===== src/rtl/retire_trace_buffer.sv =====
// Retire-trace buffer: checks PC continuity, keeps retire/trap/cycle counters,
// queues retired-instruction records in a FWFT FIFO and tracks halt/drain completion.
module retire_trace_buffer #(
  parameter int          DEPTH      = 8,
  parameter logic [31:0] RESET_ADDR = 32'h0000_0000
) (
  input  logic                     i_clk,
  input  logic                     i_rst_n,
  input  logic                     i_retire_valid,
  input  logic [31:0]              i_retire_inst,
  input  logic                     i_retire_trap,
  input  logic                     i_retire_halt,
  input  logic [4:0]               i_retire_rd_waddr,
  input  logic [31:0]              i_retire_rd_wdata,
  input  logic [31:0]              i_retire_pc,
  input  logic [31:0]              i_retire_next_pc,
  output logic                     o_trace_valid,
  input  logic                     i_trace_ready,
  output logic [31:0]              o_trace_pc,
  output logic [31:0]              o_trace_inst,
  output logic [31:0]              o_trace_next_pc,
  output logic [4:0]               o_trace_rd_waddr,
  output logic [31:0]              o_trace_rd_wdata,
  output logic [2:0]               o_trace_flags,
  output logic [$clog2(DEPTH):0]   o_count,
  output logic                     o_overflow,
  output logic                     o_pc_mismatch,
  output logic [31:0]              o_instret,
  output logic [31:0]              o_traps,
  output logic [31:0]              o_cycles,
  output logic                     o_done
);

  localparam int AW = $clog2(DEPTH);
  localparam int CW = AW + 1;

  typedef enum logic [1:0] {ST_RUN, ST_DRAIN, ST_DONE} state_t;

  state_t          r_state;
  logic            r_done;
  logic [AW-1:0]   r_wr_ptr;
  logic [AW-1:0]   r_rd_ptr;
  logic [CW-1:0]   r_count;
  logic [31:0]     r_exp_pc;
  logic            r_overflow;
  logic            r_pc_mismatch;
  logic [31:0]     r_instret;
  logic [31:0]     r_traps;
  logic [31:0]     r_cycles;

  logic [31:0]     r_mem_pc    [DEPTH];
  logic [31:0]     r_mem_inst  [DEPTH];
  logic [31:0]     r_mem_npc   [DEPTH];
  logic [4:0]      r_mem_rd    [DEPTH];
  logic [31:0]     r_mem_wdata [DEPTH];
  logic [2:0]      r_mem_flags [DEPTH];

  logic            w_accept;
  logic            w_pc_err;
  logic            w_full;
  logic            w_valid;
  logic            w_pop;
  logic            w_push;

  assign w_accept = (r_state == ST_RUN) && i_retire_valid;
  assign w_pc_err = (i_retire_pc != r_exp_pc);
  assign w_full   = (r_count == CW'(DEPTH));
  assign w_valid  = (r_count != '0);
  assign w_pop    = w_valid && i_trace_ready;
  // A full FIFO still accepts when the head leaves in the same cycle.
  assign w_push   = w_accept && (!w_full || w_pop);

  always_ff @(posedge i_clk) begin
    if (w_push) begin
      r_mem_pc[r_wr_ptr]    <= i_retire_pc;
      r_mem_inst[r_wr_ptr]  <= i_retire_inst;
      r_mem_npc[r_wr_ptr]   <= i_retire_next_pc;
      r_mem_rd[r_wr_ptr]    <= i_retire_rd_waddr;
      r_mem_wdata[r_wr_ptr] <= i_retire_rd_wdata;
      r_mem_flags[r_wr_ptr] <= {w_pc_err, i_retire_halt, i_retire_trap};
    end
  end

  always_ff @(posedge i_clk or negedge i_rst_n) begin
    if (!i_rst_n) begin
      r_wr_ptr      <= '0;
      r_rd_ptr      <= '0;
      r_count       <= '0;
      r_exp_pc      <= RESET_ADDR;
      r_overflow    <= 1'b0;
      r_pc_mismatch <= 1'b0;
      r_instret     <= '0;
      r_traps       <= '0;
      r_cycles      <= '0;
    end else begin
      if (w_push) r_wr_ptr <= r_wr_ptr + AW'(1);
      if (w_pop)  r_rd_ptr <= r_rd_ptr + AW'(1);
      if (w_push && !w_pop)      r_count <= r_count + CW'(1);
      else if (w_pop && !w_push) r_count <= r_count - CW'(1);
      // Dropped records still advance the PC check and counters.
      if (w_accept) begin
        r_exp_pc  <= i_retire_next_pc;
        r_instret <= r_instret + 32'd1;
        if (i_retire_trap) r_traps <= r_traps + 32'd1;
        if (w_pc_err) r_pc_mismatch <= 1'b1;
        if (!w_push) r_overflow <= 1'b1;
      end
      if (r_state == ST_RUN) r_cycles <= r_cycles + 32'd1;
    end
  end

  always_ff @(posedge i_clk or negedge i_rst_n) begin
    if (!i_rst_n) begin
      r_state <= ST_RUN;
      r_done  <= 1'b0;
    end else begin
      case (r_state)
        ST_RUN:   if (w_accept && i_retire_halt) r_state <= ST_DRAIN;
        ST_DRAIN: if (!w_valid) begin
                    r_state <= ST_DONE;
                    r_done  <= 1'b1;
                  end
        default:  r_state <= ST_DONE;
      endcase
    end
  end

  // Head fields are forced to zero while empty so reset clears them without a clock.
  assign o_trace_valid    = w_valid;
  assign o_trace_pc       = w_valid ? r_mem_pc[r_rd_ptr]    : '0;
  assign o_trace_inst     = w_valid ? r_mem_inst[r_rd_ptr]  : '0;
  assign o_trace_next_pc  = w_valid ? r_mem_npc[r_rd_ptr]   : '0;
  assign o_trace_rd_waddr = w_valid ? r_mem_rd[r_rd_ptr]    : '0;
  assign o_trace_rd_wdata = w_valid ? r_mem_wdata[r_rd_ptr] : '0;
  assign o_trace_flags    = w_valid ? r_mem_flags[r_rd_ptr] : '0;
  assign o_count          = r_count;
  assign o_overflow       = r_overflow;
  assign o_pc_mismatch    = r_pc_mismatch;
  assign o_instret        = r_instret;
  assign o_traps          = r_traps;
  assign o_cycles         = r_cycles;
  assign o_done           = r_done;

endmodule


===== config.mk =====
export PLATFORM = sky130hd
export DESIGN_NAME = retire_trace_buffer
export DESIGN_NICKNAME = d
export VERILOG_FILES = /design/src/rtl/retire_trace_buffer.sv
export SDC_FILE = /design/constraint.sdc
export NUM_CORES = 1
export LEC_CHECK = 0
export CAP_MARGIN = 20
export CORE_MARGIN = 5
export CORE_UTILIZATION = 40
export DETAILED_ROUTE_END_ITERATION = 10
export PLACE_DENSITY_LB_ADDON = 0.3
export SETUP_SLACK_MARGIN = 0.05
export SYNTH_ARGS = -nofsm -noshare
export SYNTH_HDL_FRONTEND = slang
export SYNTH_SLANG_ARGS = --single-unit
export TNS_END_PERCENT = 20

===== constraint.sdc =====
create_clock -name i_clk -period 12.4 [get_ports i_clk]
set_clock_uncertainty 0.1 [all_clocks]
set_input_delay 1.86 -clock i_clk [delete_from_list [all_inputs] [get_ports i_clk]]
set_output_delay 1.86 -clock i_clk [all_outputs]
set_load 0.005 [all_outputs]

== Yosys cells after proc, flatten, opt, wreduce, memory -nomap -nowiden ==
Memories as Yosys holds them, arrays and structs flattened.
Cells that the tools add are included.

* Bits in writable memories: 1088
* Memories: 6
* Input bits: 139
* Logic and storage cells: 62
* Output and inout port bits: 240
* Register bits: 143

{| class="wikitable"
|+ Memory list
! name !! depth !! bits a word !! rd ports !! clocked after Yosys merged registers in !! write ports !! line !! RTL
|-
| r_mem_inst || 8 || 32 || 1 || 0 || 1 || 52 || <nowiki>logic [31:0] r_mem_inst [DEPTH];</nowiki>
|-
| r_mem_npc || 8 || 32 || 1 || 0 || 1 || 53 || <nowiki>logic [31:0] r_mem_npc [DEPTH];</nowiki>
|-
| r_mem_pc || 8 || 32 || 1 || 0 || 1 || 51 || <nowiki>logic [31:0] r_mem_pc [DEPTH];</nowiki>
|-
| r_mem_wdata || 8 || 32 || 1 || 0 || 1 || 55 || <nowiki>logic [31:0] r_mem_wdata [DEPTH];</nowiki>
|-
| r_mem_rd || 8 || 5 || 1 || 0 || 1 || 54 || <nowiki>logic [4:0] r_mem_rd [DEPTH];</nowiki>
|-
| r_mem_flags || 8 || 3 || 1 || 0 || 1 || 56 || <nowiki>logic [2:0] r_mem_flags [DEPTH];</nowiki>
|}

* Add/subtract/negate cells: 7
* Reductions and logical operators: 18
* Mux-type cells: 13
* Eq/ne operators: 5
* Bitwise logic cells: 2

{| class="wikitable"
|+ Operators with widths
! operator !! count
|-
| 2-to-1 mux 32 bit || 4
|-
| adder 32 x 1 -> 32 bit, second input constant || 3
|-
| inequality test 32 bit || 1
|-
| AND reduction 2 bit || 5
|-
| 2-to-1 mux 4 bit || 2
|-
| adder 3 x 1 -> 3 bit, second input constant || 2
|-
| logical AND 1 bit || 6
|-
| 2-to-1 mux 5 bit || 1
|-
| adder 4 x 1 -> 4 bit, second input constant || 1
|-
| == test 4 bit, second input constant || 1
|-
| 2-to-1 mux 2 bit || 2
|-
| case mux 2 bit (2 select lines) || 1
|-
| nonzero test 4 bit || 1
|-
| subtractor 4 x 1 -> 4 bit, second input constant || 1
|-
| logical NOT 1 bit || 3
|-
| 2-to-1 mux 3 bit || 1
|-
| == test 2 x 1 -> 1 bit, second input constant || 1
|-
| logical NOT 2 bit || 1
|-
| 2-to-1 mux 1 bit || 2
|-
| inequality test 2 x 1 -> 1 bit, second input constant || 1
|-
| inequality test 2 bit, second input constant || 1
|-
| NOT 1 bit || 2
|-
| nonzero test 2 bit || 1
|-
| logical OR 1 bit || 1
|}

== Logic depth before layout (Yosys ltp) ==
Gate-level depths: netlist of run 1.

* Word-level depth: 8
* Mapped depth: 12
* Gate-level depth less buffers: 11

== Worst setup path before layout of run 1 ==
OpenSTA, ideal clock, no wires.

* Kind: input port to flip-flop
* Start: input i_retire_valid
* End: memory r_mem_flags[0][0], enable pin
* Arrival: 11.818 ns
* Stages on the path: 5
* Buffers on the path: 1
* Library setup time: 0.798 ns
* Required time: 11.502 ns
* Setup slack: -0.316 ns
* Cells stage by stage: nor3b_2 -> and2_1 -> clkbuf_1 -> nand2b_1 -> nor3_1

* Word-level cells in the longest chain between the ends: 4

{| class="wikitable"
|+ Ends and longest elaborated chain
! element !! line !! RTL
|-
| start: declaration || 9 || <nowiki>input logic i_retire_valid,</nowiki>
|-
| logical AND 1 bit || 65 || <nowiki>assign w_accept = (r_state == ST_RUN) && i_retire_valid;</nowiki>
|-
| logical AND 1 bit || 71 || <nowiki>assign w_push = w_accept && (!w_full || w_pop);</nowiki>
|-
| named net w_push || 63 || <nowiki>logic w_push;</nowiki>
|-
| 2-to-1 mux 1 bit || 74 || <nowiki>if (w_push) begin</nowiki>
|-
| 2-to-1 mux 1 bit (implied by the code) || 80 || <nowiki>r_mem_flags[r_wr_ptr] <= {w_pc_err, i_retire_halt, i_retire_trap};</nowiki>
|-
| end: declaration || 56 ||
|}

The timed path passes the listed nets, and every way through them passes these cells.

== Worst setup path after layout of run 1 ==
* Start: register r_rd_ptr[0]
* End: output o_trace_next_pc[18]

* Word-level cells in the longest chain between the ends: 2

{| class="wikitable"
|+ Ends and longest elaborated chain
! element !! line !! RTL
|-
| start: declaration || 42 || <nowiki>logic [AW-1:0] r_rd_ptr;</nowiki>
|-
| start signal: assignment || 97 || <nowiki>if (w_pop) r_rd_ptr <= r_rd_ptr + AW'(1);</nowiki>
|-
| memory read (8 x 32 bit) || -- ||
|-
| 2-to-1 mux 32 bit || 132 || <nowiki>assign o_trace_next_pc = w_valid ? r_mem_npc[r_rd_ptr] : '0;</nowiki>
|-
| end: declaration || 21 || <nowiki>output logic [31:0] o_trace_next_pc,</nowiki>
|}

No other way between the ends.

==> results by group, run 1 <==
Status
  – Status: complete, no violations

Hold path
  – Min-delay worst type: reg -> reg
  – Hold_sp: o_instret[31]

Cells and area
  – Nets: 2,867
  – Area growth syn-to-layout: 20.8%
  – Share of layout cells above drive strength 1: 19.3%

Yosys
  – Library cells used by synthesis: 44
  – Mean Syn Cell Area: 21.0 um2
  – Most frequent cells after synthesis: edfxtp_1 (1,088), mux4_2 (272), nor2_1 (170), dfrtp_1 (143), mux2i_1 (136)
  – Share of the synthesized area in the top cell type: 68.7%
  – Cells after synthesis: 2,269
  – Yosys top cell by area: edfxtp_1
  – Post-synthesis sequential area ratio: 76.2%
  – #FFs+latches synth: 1,231
  – Mapped Nets: 2,417
  – Most common cell in the synthesized netlist: edfxtp_1
  – Ys flop type: edfxtp_1
  – Mapped Area: 47,500 um2
  – Post-synth EDFFs: 1,088
  – Asr flop ratio synth: 11.6%
  – Warnings from Yosys: 0
  – Synth top area cells: edfxtp_1 (69%), mux4_2 (13%), dfrtp_1 (7.5%)

Floorplan
  – Die Span Y: 355 um
  – Total core area: 118,000 um2
  – Initial Util: 40.3%
  – Number of I/O pins: 379
  – Row cnt: 126
  – Die area: 126,000 um2
  – Die Span X: 355 um

Job
  – Max Cap Viol: 0

Timing
  – Final hold viol count: 0
  – Final setup fails: 0
  – Max_slew headroom: 25.8%
  – Worst Tran Pin Value: 1.11 ns
  – PnR worst setup slack: 5.76 ns
  – Final Slew Violations: 0
  – Tmin final: 6.64 ns
  – Fmax: 0.151 GHz
  – Final period util: 53.6%
  – Hold slack: 0.372 ns
  – RSZ-0062 raised after global routing: no

Clock network
  – Post-CTS setup buffer count: 0
  – Clock Pin Slew Worst Setup and Hold Paths: 0.06 ns
  – CTS tree: built
  – Clock buffer count from CTS: 130
  – Post-CTS Resized: 0
  – Worst skew pair latency: 0.70 ns
  – Cts hold-fix bufs: 0
  – Max clock buf depth: 3
  – # clock sinks: 1,231
  – Clk Tree Root Cell: clkbuf_16
  – H-Tree Depth: 4

Global routing
  – Grt ovf: 0
  – First-pass GRT wire length: 165 mm
  – Tot GR Track Use: 17.6%
  – Initial antenna violation count: 38
  – Number of global-route vias before repair: 24,800
  – Largest net degree at the start of global routing: 141

Detailed routing
  – Drt pass-1 iters: 5
  – Initial drt markers: 1,755
  – Detailed-route DRC error count: 0
  – Antenna-violating nets left: 0
  – Wirelength per Cell: 25.5 um
  – Final WL: 111 mm
  – Via count: 23,200
  – Routed vias/inst: 5.32

Power and ir drop
  – Worst VDD drop: 218 uV
  – Pwr Density: 226 nW/um2
  – LEAKAGE: 19.1 nW

Critical path
  – Crit-path max FO: 104
  – Slowest cell delay on critical path: 0.84 ns
  – CP bufs+invs: 4
  – Critical path arrival: 4.68 ns
  – Worst setup SP type: flip-flop
  – Crit-path cells: buf_12, buf_4, buf_16, mux4_2, mux2i_1, nor2_1, clkdlybuf4s50_1
  – Slowest-stage cell, CP: dfrtp_4
  – CP Data Required Time: 10.44 ns
  – CP Capture Type: primary output
  – R2r startpoint: r_state[0]
  – Family with the most delay on the worst path: buffers and inverters
  – WS Path Type: reg -> out
  – Crit path launch: r_rd_ptr[0]
  – FF-to-FF setup slack: 7.46 ns

Placed design
  – Post-Place Setup Slack: 5.37 ns
  – Gpl congestion: 0.802
  – # port buffers: 378
  – DP Wirelength: 67.4 mm
cells by family (layout without fill, tap and decap cells):
group,Yosys count,in the layout,share of synthesized area (%)
multiplexers,446,446,16.6
adder cells (fa/ha/maj),9,9,0.253
AND/OR/NAND/NOR,338,338,3.39
XOR/XNOR,133,133,2.45
flip-flops,1231,1231,76.2
AO/OA/AOI/OAI,7,7,0.0947
other,0,15,0
buffers and inverters,105,648,0.918
per-stage QoR:
stage,power (mW),utilization (%),TNS [ns],cell area [um2],std cells
6_report,13.0,48.6,0,57400,4363
5_1_grt,13.7,48.6,0,57400,4350
4_1_cts,13.2,48.5,0,57300,4345
3_5_place_dp,9.48,45.1,0,53300,4120
3_3_place_gp,9.42,45.0,0,53200,4116
2_1_floorplan,7.60,-,-42.49,47500,2269
layout by cell type (no fill, tap or decap), types with 3 or more instances in the layout:
cell type,count
edfxtp_1,1088
clkdlybuf4s50_1,377
mux4_2,272
nor2_1,164
dfrtp_1,140
mux2i_1,136
clkbuf_16,134
xnor2_1,96
nand2_1,45
mux2_2,38
xor2_1,37
clkbuf_1,35
nand3_1,33
buf_4,28
clkinv_1,26
nand4_1,25
diode_2,15
and4_1,12
nor3_1,10
bufinv_16,9
and3_1,8
ha_1,8
clkinv_2,8
inv_1,7
nor2_4,6
nor2_2,5
buf_16,5
buf_12,5
nor4_1,4
nand2b_1,4
inv_6,4
clkinvlp_4,3
clkinv_4,3
dfrtp_4,3
registers in the layout (all words and copies together) (netlist names):
| register | cells |
|---|---|
| r_mem_inst | 256 |
| r_mem_npc | 256 |
| r_mem_pc | 256 |
| r_mem_wdata | 256 |
| r_mem_rd | 40 |
| o_cycles | 32 |
| o_instret | 32 |
| o_traps | 32 |
| r_exp_pc | 32 |
| r_mem_flags | 24 |
| o_count | 4 |
| r_rd_ptr | 3 |
| r_wr_ptr | 3 |
| r_state | 2 |
| o_done | 1 |
| o_overflow | 1 |
| o_pc_mismatch | 1 |
worst paths after layout:
check                                      end  cells past startpoint
setup / recovery           o_trace_next_pc[18]                      7
hold / removal                   o_instret[31]                      1
setup reg to reg             r_mem_inst[7][13]                      7
hold reg to reg                  o_instret[31]                      1
max in group asynchronous         o_cycles[14]                      2
min in group asynchronous        o_instret[23]                      1
worst register-to-register path, cell delays in order (launching register included):
cell and delay (ns):
dfrtp_1 0.46, nor3b_4 0.20, buf_4 0.49, and2_1 0.41, nand2_1 0.26, nor2_4 0.92
buf_4 0.86, buf_4 0.81
layer usage:
| layer | global-route usage, % | part of all wire, % | up-vias |
|---|---|---|---|
| met4 | 4.20 | 1.7 | 36 |
| met2 | 28.1 | 48 | 745 |
| met1 | 23.2 | 41 | 12200 |
| met3 | 6.52 | 9.2 | 162 |
| li1 | - | - | 10100 |
| met5 | 0 | 0.24 | - |
final cells by class:
class | count | area (um2)
diodes | 15 | 37.5
repair buffers | 416 | 4230
fillers | 9556 | 60700
clock buffers | 171 | 3510
multi-input cells | 933 | 10900
clock inverters | 54 | 508
well taps | 1536 | 1920
inverters | 7 | 26.3
flip-flops and latches | 1231 | 36300
where the power goes:
part,internal [mW],total (mW),switching (mW)
registers,5.00,5.27,0.272
logic,2.11,4.04,1.92
clock network,2.17,3.69,1.52
Note: power is estimated with default switching activity, not from simulation.
==> inputs of run 2 (changes only) <==
==> constraint.sdc (replaced) <==
create_clock -name i_clk -period 6.3 [get_ports i_clk]
set_clock_uncertainty 0.1 [all_clocks]
set_input_delay 0.945 -clock i_clk [delete_from_list [all_inputs] [get_ports i_clk]]
set_output_delay 0.945 -clock i_clk [all_outputs]
set_load 0.005 [all_outputs]
==> results by group, run 2 (same netlist as run 1, synthesis figures left out) <==
Power and ir drop
  – Worst VDD drop: 299 uV (+37%)
  – Pwr Total: 25.9 mW (+99%)
  – Pwr Density: 448 nW/um2 (+98%)
  – LEAKAGE: 19.3 nW (+0.83%)

Detailed routing
  – Final WL: 113 mm (+1.9%)
  – Drt pass-1 iters: 5 (unchanged)
  – Initial drt markers: 1,812 (+3.2%)
  – Detailed-route DRC error count: 0 (unchanged)
  – Antenna-violating nets left: 0 (unchanged)
  – Via count: 23,400 (+0.72%)
  – Routed vias/inst: 5.33 (+0.19%)
  – Wirelength per Cell: 25.9 um (+1.4%)

Timing
  – Final period util: 76.9%
  – Final setup fails: 0 (unchanged)
  – Worst Tran Pin Value: 1.00 ns (-0.107 ns)
  – RSZ-0062 raised after global routing: no
  – Final hold viol count: 0 (unchanged)
  – Tmin final: 4.85 ns
  – Final Slew Violations: 0 (unchanged)
  – Fmax: 0.206 GHz
  – Max_slew headroom: 33.1% (+7.3 points)

Floorplan
  – Row cnt: 126 (unchanged)
  – Number of I/O pins: 379 (unchanged)
  – Die Span Y: 355 um (unchanged)
  – Die area: 126,000 um2 (unchanged)
  – Die Span X: 355 um (unchanged)
  – Initial Util: 40.3% (unchanged)
  – Total core area: 118,000 um2 (unchanged)

Global routing
  – Met3 GRT Util: 5.99% (-0.53 points)
  – GRT met2 Usage: 29.1% (+0.97 points)
  – Largest net degree at the start of global routing: 137 (-2.8%)
  – Grt ovf: 0 (unchanged)
  – Met1 usage: 23.8% (+0.60 points)
  – First-pass GRT wire length: 168 mm (+1.6%)
  – GR peak layer: met2
  – Tot GR Track Use: 18.0% (+0.39 points)
  – Initial antenna violation count: 32 (-16%)
  – Number of global-route vias before repair: 25,000 (+0.90%)

Placed design
  – # port buffers: 378 (unchanged)
  – Gpl congestion: 0.835 (+4.2%)
  – Placed Area: 53,500 um2 (+0.28%)
  – DP Wirelength: 66.5 mm (-1.3%)

Critical path
  – WS Path Type: reg -> out
  – CP Data Required Time: 5.25 ns (-5.19 ns)
  – Crit-path cells: buf_4, mux4_2, mux2i_1, nor2_1, clkdlybuf4s50_1
  – Slowest-stage cell, CP: dfrtp_4
  – CP Capture Type: primary output
  – Crit-path max FO: 36 (-65%)
  – Worst setup SP type: flip-flop
  – Critical path arrival: 3.80 ns (-0.88 ns)
  – Slowest cell delay on critical path: 0.82 ns (-0.02 ns)

Cells and area
  – Commonest non-fill, non-tap cells in the layout: edfxtp_1 (1,088), clkdlybuf4s50_1 (377), mux4_2 (272)
  – Most common cell after layout, fill and taps aside: edfxtp_1
  – Design area: 57,800 um2 (+0.59%)
  – Share of layout cells above drive strength 1: 19.9% (+0.65 points)
  – Nets: 2,875 (+0.28%)
  – Area growth syn-to-layout: 21.5%

Hold path
  – Min-delay worst type: in -> async

Clock network
  – Max clock buf depth: 3 (unchanged)
  – Clock Pin Slew Worst Setup and Hold Paths: 0.05 ns (about the same)
  – Post-CTS setup buffer count: 0 (unchanged)
  – # clock sinks: 1,231 (unchanged)
  – H-Tree Depth: 4 (unchanged)
  – Clk Tree Root Cell: clkbuf_16
  – Post-CTS Resized: 0 (unchanged)
  – Cts hold-fix bufs: 0 (unchanged)
  – Worst skew pair latency: 0.73 ns (+0.03 ns)
  – CTS tree: built
  – Clock buffer count from CTS: 135 (+3.8%)

Status
  – Status: complete, no violations

Job
  – Max Cap Viol: 0 (unchanged)
==> run 2: cell count changes in the layout (fill, tap and decap cells not counted), moves of 3 or more <==
cell / previous run / this run
clkinv_8: 1 / 5
clkinv_2: 8 / 18
buf_4: 28 / 22
clkinv_4: 3 / 0
inv_16: 0 / 4
buf_12: 5 / 19
inv_6: 4 / 7
clkbuf_1: 35 / 31
clkinv_1: 26 / 31
buf_16: 5 / 0
==> run 2: per-layer routing <==
layer | up-vias | wire, um
li1 | 10100 | -
met1 | 12400 | 46700
met2 | 703 | 54700
met3 | 161 | 9960
met4 | 24 | 1960
met5 | - | 172
==> run 2: layout make-up <==
type | instances | area, um2
Antenna cell | 14 | 35.0
Clock inverter | 75 | 684
Inverter | 7 | 26.3
Sequential cell | 1231 | 36300
Multi-Input combinational cell | 933 | 10900
Fill cell | 9494 | 60300
Clock buffer | 171 | 3570
Timing Repair Buffer | 419 | 4330
Tap cell | 1536 | 1920
==> run 2: power by group <==
group / internal, mW / total, mW / switching [mW] / leakage [nW]
registers: 9.83 / 10.4 / 0.572 / 11.7
logic: 4.16 / 7.93 / 3.77 / 5.55
clock network: 4.38 / 7.54 / 3.16 / 2.08
==> run 2: per-stage QoR <==
| stage | cells | worst slack (ns) | setup TNS (ns) | hold slack (ns) | utilization (%) |
|---|---|---|---|---|---|
| 2_1_floorplan | 2269 | -1.85 | -1865.76 | 0.351 | - |
| 3_3_place_gp | 4125 | 1.92 | 0 | 0.350 | 45.3 |
| 3_5_place_dp | 4125 | 1.88 | 0 | 0.350 | 45.3 |
| 4_1_cts | 4371 | 1.34 | 0 | 0.175 | 48.9 |
| 5_1_grt | 4373 | 1.18 | 0 | 0.235 | 48.9 |
| 6_report | 4386 | 1.45 | 0 | 0.203 | 48.9 |
==> run 2: final timing paths <==
path / slack [ns] / cells past startpoint / from / to
min in group i_clk: 0.37 / 1 / o_pc_mismatch / o_pc_mismatch
max in group asynchronous: 4.54 / 2 / i_rst_n / r_rd_ptr[2]
max reg2reg: 2.78 / 12 / o_count[0] / o_count[3]
min reg2reg: 0.37 / 1 / o_pc_mismatch / o_pc_mismatch
min: 0.20 / 1 / i_rst_n / o_instret[21]
max: 1.45 / 5 / r_rd_ptr[0] / o_trace_inst[25]
==> run 2: worst max-delay path: cells and delay by family, from the launching register on <==
kind	cells	cell delay [ns]
buffers and inverters	2	1.18
DFF	1	0.82
and+or+nand+nor	1	0.09
muxes	2	0.93
